## src/rtl/ps2_pkg.sv

```systemverilog
// Shared PS/2 definitions: frame FSM states, mouse packet bit positions and
// packet length, plus the clamp helper used for cursor arithmetic.
package ps2_pkg;

   typedef enum logic [1:0] {
      FR_IDLE,
      FR_DATA,
      FR_PARITY,
      FR_STOP
   } frame_state_e;

   localparam int LEFT    = 0;
   localparam int RIGHT   = 1;
   localparam int SYNC    = 3;
   localparam int XSIGN   = 4;
   localparam int YSIGN   = 5;
   localparam int XOVF    = 6;
   localparam int YOVF    = 7;
   localparam int PKT_LEN = 3;

   typedef struct packed {
      logic yovf;
      logic xovf;
      logic ysign;
      logic xsign;
      logic right;
      logic left;
   } pkt_hdr_t;

   function automatic logic [11:0] clamp_pos(input logic signed [13:0] v, input int max_v);
      if (v < 14'sd0)
         clamp_pos = '0;
      else if (v > $signed(14'(max_v)))
         clamp_pos = 12'(max_v);
      else
         clamp_pos = 12'(v);
   endfunction

endpackage

```

## src/rtl/ps2_rx_frame.sv

```systemverilog
// PS/2 byte receiver: sync + falling-edge detect, 11-bit frame FSM, idle timeout.
// Latency: byte_valid/byte_err pulse combinationally in the cycle the stop bit is sampled; no backpressure.
module ps2_rx_frame
   import ps2_pkg::*;
#(
   parameter int TIMEOUT = 65000
) (
   input  logic       clk_i,
   input  logic       rst_i,
   input  logic       ps2_clk_i,
   input  logic       ps2_data_i,
   output logic [7:0] byte_o,
   output logic       byte_valid_o,
   output logic       byte_err_o,
   output logic       timeout_o
);

   localparam int TW = $clog2(TIMEOUT + 1);
   localparam logic [TW-1:0] TO_MAX  = TW'(TIMEOUT);
   localparam logic [TW-1:0] TO_LAST = TW'(TIMEOUT - 1);

   logic          clk_s1_q, clk_s2_q, clk_s3_q;
   logic          data_s1_q, data_s2_q;
   logic          fall;
   logic [TW-1:0] to_cnt_q;

   frame_state_e  state_q, state_d;
   logic [2:0]    bit_cnt_q, bit_cnt_d;
   logic [7:0]    shift_q, shift_d;
   logic          par_ok_q, par_ok_d;

   // Synchroniser flops reset to 1 so a reset never fabricates a falling edge.
   always_ff @(posedge clk_i) begin
      if (rst_i) begin
         clk_s1_q  <= 1'b1;
         clk_s2_q  <= 1'b1;
         clk_s3_q  <= 1'b1;
         data_s1_q <= 1'b1;
         data_s2_q <= 1'b1;
      end else begin
         clk_s1_q  <= ps2_clk_i;
         clk_s2_q  <= clk_s1_q;
         clk_s3_q  <= clk_s2_q;
         data_s1_q <= ps2_data_i;
         data_s2_q <= data_s1_q;
      end
   end

   assign fall = clk_s3_q & ~clk_s2_q;

   always_ff @(posedge clk_i) begin
      if (rst_i)
         to_cnt_q <= '0;
      else if (fall)
         to_cnt_q <= '0;
      else if (to_cnt_q != TO_MAX)
         to_cnt_q <= to_cnt_q + 1'b1;
   end

   // Fires once per idle stretch; mutually exclusive with any sampling edge.
   assign timeout_o = !fall && (to_cnt_q == TO_LAST);

   always_ff @(posedge clk_i) begin
      if (rst_i) begin
         state_q   <= FR_IDLE;
         bit_cnt_q <= '0;
         shift_q   <= '0;
         par_ok_q  <= 1'b0;
      end else begin
         state_q   <= state_d;
         bit_cnt_q <= bit_cnt_d;
         shift_q   <= shift_d;
         par_ok_q  <= par_ok_d;
      end
   end

   always_comb begin
      state_d      = state_q;
      bit_cnt_d    = bit_cnt_q;
      shift_d      = shift_q;
      par_ok_d     = par_ok_q;
      byte_valid_o = 1'b0;
      byte_err_o   = 1'b0;
      if (timeout_o) begin
         state_d = FR_IDLE;
      end else if (fall) begin
         case (state_q)
            FR_IDLE: begin
               if (!data_s2_q) begin
                  state_d   = FR_DATA;
                  bit_cnt_d = '0;
               end
            end
            FR_DATA: begin
               shift_d   = {data_s2_q, shift_q[7:1]};
               bit_cnt_d = bit_cnt_q + 3'd1;
               if (bit_cnt_q == 3'd7)
                  state_d = FR_PARITY;
            end
            FR_PARITY: begin
               par_ok_d = (^shift_q) ^ data_s2_q;
               state_d  = FR_STOP;
            end
            FR_STOP: begin
               state_d = FR_IDLE;
               if (data_s2_q && par_ok_q)
                  byte_valid_o = 1'b1;
               else
                  byte_err_o = 1'b1;
            end
            default: state_d = FR_IDLE;
         endcase
      end
   end

   assign byte_o = shift_q;

endmodule

```

## src/rtl/mouse_ps2_rx.sv

```systemverilog
// PS/2 mouse receiver: assembles 3-byte packets into a clamped cursor position and button state.
// Latency: outputs update 1 clk after b2's stop bit is sampled; no backpressure (mouse cannot be stalled).
module mouse_ps2_rx
   import ps2_pkg::*;
#(
   parameter int X_MAX   = 1023,
   parameter int Y_MAX   = 767,
   parameter int X_INIT  = 512,
   parameter int Y_INIT  = 384,
   parameter int TIMEOUT = 65000
) (
   input  logic        clk,
   input  logic        rst,
   input  logic        ps2_clk,
   input  logic        ps2_data,
   output logic [11:0] xpos,
   output logic [11:0] ypos,
   output logic        mouse_left,
   output logic        mouse_right,
   output logic        new_event,
   output logic        err
);

   localparam logic [1:0] IDX_LAST = 2'(PKT_LEN - 1);

   logic [7:0] rx_byte;
   logic       rx_valid, rx_err, rx_timeout;

   logic [1:0]         idx_q, idx_d;
   pkt_hdr_t           hdr_q, hdr_d;
   logic [7:0]         b1_q, b1_d;
   logic [11:0]        xpos_q, xpos_d, ypos_q, ypos_d;
   logic               left_q, left_d, right_q, right_d;
   logic               evt_q, evt_d, err_q, err_d;
   logic signed [13:0] dx, dy, xsum, ysum;

   ps2_rx_frame #(
      .TIMEOUT(TIMEOUT)
   ) u_frame (
      .clk_i       (clk),
      .rst_i       (rst),
      .ps2_clk_i   (ps2_clk),
      .ps2_data_i  (ps2_data),
      .byte_o      (rx_byte),
      .byte_valid_o(rx_valid),
      .byte_err_o  (rx_err),
      .timeout_o   (rx_timeout)
   );

   // 9-bit deltas widened to 14 bits so the sum can go negative or past the max without wrapping.
   assign dx   = $signed({{5{hdr_q.xsign}}, hdr_q.xsign, b1_q});
   assign dy   = $signed({{5{hdr_q.ysign}}, hdr_q.ysign, rx_byte});
   assign xsum = $signed({2'b00, xpos_q}) + dx;
   assign ysum = $signed({2'b00, ypos_q}) - dy;

   always_ff @(posedge clk) begin
      if (rst) begin
         idx_q   <= '0;
         hdr_q   <= '0;
         b1_q    <= '0;
         xpos_q  <= 12'(X_INIT);
         ypos_q  <= 12'(Y_INIT);
         left_q  <= 1'b0;
         right_q <= 1'b0;
         evt_q   <= 1'b0;
         err_q   <= 1'b0;
      end else begin
         idx_q   <= idx_d;
         hdr_q   <= hdr_d;
         b1_q    <= b1_d;
         xpos_q  <= xpos_d;
         ypos_q  <= ypos_d;
         left_q  <= left_d;
         right_q <= right_d;
         evt_q   <= evt_d;
         err_q   <= err_d;
      end
   end

   always_comb begin
      idx_d   = idx_q;
      hdr_d   = hdr_q;
      b1_d    = b1_q;
      xpos_d  = xpos_q;
      ypos_d  = ypos_q;
      left_d  = left_q;
      right_d = right_q;
      evt_d   = 1'b0;
      err_d   = rx_err;
      if (rx_err || rx_timeout) begin
         idx_d = '0;
      end else if (rx_valid) begin
         if (idx_q == 2'd0) begin
            // A header without the always-one bit means we are out of step; stay at 0 to resync.
            if (rx_byte[SYNC]) begin
               hdr_d.yovf  = rx_byte[YOVF];
               hdr_d.xovf  = rx_byte[XOVF];
               hdr_d.ysign = rx_byte[YSIGN];
               hdr_d.xsign = rx_byte[XSIGN];
               hdr_d.right = rx_byte[RIGHT];
               hdr_d.left  = rx_byte[LEFT];
               idx_d       = 2'd1;
            end else begin
               err_d = 1'b1;
            end
         end else if (idx_q != IDX_LAST) begin
            b1_d  = rx_byte;
            idx_d = idx_q + 2'd1;
         end else begin
            idx_d   = '0;
            evt_d   = 1'b1;
            left_d  = hdr_q.left;
            right_d = hdr_q.right;
            if (!hdr_q.xovf)
               xpos_d = clamp_pos(xsum, X_MAX);
            if (!hdr_q.yovf)
               ypos_d = clamp_pos(ysum, Y_MAX);
         end
      end
   end

   assign xpos        = xpos_q;
   assign ypos        = ypos_q;
   assign mouse_left  = left_q;
   assign mouse_right = right_q;
   assign new_event   = evt_q;
   assign err         = err_q;

endmodule

```

## config.mk

```make
export PLATFORM = sky130hd
export DESIGN_NAME = mouse_ps2_rx
export DESIGN_NICKNAME = d
export VERILOG_FILES = /design/src/rtl/ps2_pkg.sv /design/src/rtl/ps2_rx_frame.sv /design/src/rtl/mouse_ps2_rx.sv
export SDC_FILE = /design/constraint.sdc
export NUM_CORES = 1
export LEC_CHECK = 0
export BUFFER_PORTS_ARGS = -buffer_cell sky130_fd_sc_hd__buf_2
export CORE_MARGIN = 5
export CORE_UTILIZATION = 35
export CTS_CLUSTER_DIAMETER = 50
export DETAILED_ROUTE_END_ITERATION = 8
export GPL_TIMING_DRIVEN = 1
export PLACE_DENSITY_LB_ADDON = 0.08
export SLEW_MARGIN = 15
export SYNTH_ARGS = -nofsm -noshare
export SYNTH_HDL_FRONTEND = slang
export SYNTH_SLANG_ARGS = --single-unit
```

## constraint.sdc

```tcl
create_clock -name clk -period 2.7 [get_ports clk]
set_clock_uncertainty 0.05 [all_clocks]
set_input_delay 0.54 -clock clk [delete_from_list [all_inputs] [get_ports clk]]
set_output_delay 0.54 -clock clk [all_outputs]
set_load 0.01 [all_outputs]
```

==> results_dict.tcl <==
set metrics [dict create \
    run_status "finished, violations left" \
    violations "negative setup slack" \
    hold_viol 0 \
    synth.avg_cell_area_um2 8.580 \
    maxCapViolCount 0 \
    dp_slack_ns -0.1809 \
    critPathLaunchType "flip-flop" \
    clkTransAtPathRegs_ns 0.06 \
    wire_per_inst_um 14.15 \
    cpPeakStageDelay_ns 0.53 \
    num_vias 3775 \
    max_freq_mhz 357.3 \
    final_common_cell "dfxtp_1" \
    leakage_nw 2.338 \
    min_period_over_period_pct 103.7 \
    h-tree-depth 3 \
    crit_buf_inv 0 \
    synth_cells 505 \
    power_density_nw_per_um2 473.0 \
    yosys_register_bits 79 \
    insertion_delay_ns 0.34 \
    grt_pass1_vias 3642 \
    worst_slew_pin_slew_ns 0.5419 \
    post-dp-hpwl_um 7995 \
    boundaryPins 32 \
    crit_family "compound AO/OA/AOI/OAI gates" \
    maxSlewHeadroom_pct 63.87 \
    ys_seq_area_share_pct 36.50 \
    setup_ws_ns -0.09882 \
    finalSetupTns_ns -0.8722 \
    first_iter_violations 225 \
    netlist_area_um2 4333 \
    final_nets 619 \
    setup_viol 12 \
    crit_type "reg2reg" \
    synthFlopType "dfxtp_1" \
    n_antenna_cell 0 \
    overflow 0 \
    drc 0 \
    syn-num-nets 545 \
    cp_cell_sequence "ha_4, fa_2, a21o_1, a31oi_4, o21ai_2, o31a_1, or4b_4, a21oi_4, o21ai_4, o221a_1" \
    drv_slew 0 \
    dr.pass1.iters 4 \
    async_reset_ff_share_pct 0 \
    worst_ep_arrival_time_ns 2.98 \
    place_congestion 0.8416 \
    cts_buffer_depth 2 \
    ys_warn_count 0 \
    vias_per_cell 5.027 \
    cp_data_required_time_ns 2.88 \
    hp-class "in2reg" \
    start_util_pct 35.92 \
    wl_um 10630 \
    grt_usage_pct 15.27 \
    cts_inserted_buffers 9 \
    portBuffers 31 \
    rsz0062_at_grt "yes" \
    ant_nets 0 \
    worst_path_max_delay_cell "or4b_4" \
    grt_max_degree 24 \
    cts_tree "yes" \
    drive_above_1_share_pct 25.90 \
    fin_crit_ns 2.799 \
    core_area_um2 12060 \
    synth_edf_count 0 \
    cts.sinks 79 \
    rows 40 \
    final_cell_mix "dfxtp_1, nor2_1, buf_4, nand2_1, a21oi_1" \
    root_buffer "clkbuf_16" \
    antenna_found_initial 0 \
    synth_cell_types 63 \
    grt_pass1_wl_um 17890 \
    dieHeight_um 121.3 \
    die_area_um2 14710 \
    end_kind "flip-flop" \
    fp.dieW_um 121.3 \
    synthToLayoutAreaGrowth_pct 28.96 \
    crit_fanout 5 \
    ir_drop_uv 383.0 \
]
[path summary, 6_finish.rpt]
kind	from	to	slack, ns	cells after the start
max	b1_q[0]	xpos[4]	-0.1	10
min	ps2_clk	u_frame.clk_s1_q	0.33	2
max reg2reg	b1_q[0]	xpos[4]	-0.1	10
min reg2reg	u_frame.clk_s1_q	u_frame.clk_s2_q	0.36	1
[through the flow]
step | utilization [%] | instance area (µm²) | std cells | hold slack, ns | power [W]
after global routing | 46.33 | 5588 | 751 | 0.3240 | 0.002737
final | 46.33 | 5588 | 751 | 0.3295 | 0.002643
after floorplan | - | 4364 | 505 | 0.3395 | 0.001243
after global placement | 41.26 | 4976 | 729 | 0.3477 | 0.001258
after CTS | 44.93 | 5419 | 748 | 0.3162 | 0.002685
after detailed placement | 41.26 | 4976 | 729 | 0.3480 | 0.001259
[sequential cells by signal, indices dropped and copies added (netlist names), 2 cells and up]
name               count
u_frame.state_q        2
ypos                  12
u_frame.bit_cnt_q      3
hdr_q                  4
idx_q                  2
b1_q                   8
u_frame.byte_o         8
u_frame.to_cnt_q      16
xpos                  12
[repair_timing]
item,in CTS,in global routing
gates resized for setup,15,26
setup buffers,4,4
pin swaps,13,18
cloned,1,0
setup endpoints to repair,20,20
hold buffers,0,0
[routing by layer]
layer | up-vias | GRT usage (%) | part of all wire [%]
li1 | 1936 | - | -
met1 | 1770 | 20.50 | 50
met2 | 57 | 23.90 | 46
met3 | 12 | 3.636 | 3.0
met4 | 0 | 5.462 | 1.5
met5 | - | 0 | 0
[final cells by class]
cell class | count | area [µm²]
Fill cell | 1213 | 6474
Clock buffer | 12 | 256.5
Multi-Input combinational cell | 385 | 2834
Timing Repair Buffer | 78 | 511.7
Inverter | 26 | 97.59
Tap cell | 168 | 210.2
Sequential cell | 79 | 1588
Clock inverter | 3 | 90.09
[logic make-up (layout without fill, tap and decap cells)]
logic type | Yosys count | count (layout) | synth area share (%)
simple gates | 182 | 182 | 20.04
compound gates | 119 | 120 | 19.38
buf+inv | 42 | 119 | 3.667
fa+ha+maj | 36 | 36 | 10.74
flops | 79 | 79 | 36.50
mux | 6 | 6 | 1.386
xor+xnor | 41 | 41 | 8.288
[power by group]
group           total, W  internal [W]  switching [W]
combinational  0.0000547     0.0000180      0.0000366
clock            0.00141      0.000948       0.000462
sequential       0.00118       0.00117     0.00000529
[Yosys cell counts, types with 3 or more instances]
cell type | instances | area [µm²]
a211oi_1 | 3 | 22.52
a21o_1 | 11 | 82.58
a21oi_1 | 42 | 210.2
a31oi_1 | 7 | 43.79
and2_1 | 3 | 18.77
and3_1 | 4 | 25.02
clkbuf_1 | 14 | 52.55
dfxtp_1 | 79 | 1582
ha_1 | 34 | 425.4
inv_1 | 25 | 93.84
mux2i_1 | 6 | 60.06
nand2_1 | 43 | 161.4
nand2b_1 | 3 | 18.77
nand3_1 | 29 | 145.1
nand4_1 | 6 | 37.54
nor2_1 | 55 | 206.5
nor2b_1 | 5 | 31.28
nor3_1 | 10 | 50.05
o21a_1 | 6 | 45.04
o21ai_0 | 8 | 40.04
o21ai_1 | 4 | 20.02
o221a_1 | 9 | 101.4
or2_2 | 9 | 56.30
xnor2_1 | 26 | 227.7
xor2_1 | 15 | 131.4
[worst reg2reg max path: cells and delay by family (launching register included)]
family	cells	cell delay [ns]
flip-flops	1	0.34
adder cells (fa/ha/maj)	2	0.50
AO/OA/AOI/OAI	7	1.27
AND/OR/NAND/NOR	1	0.53
(Power assumes the default switching activity.)
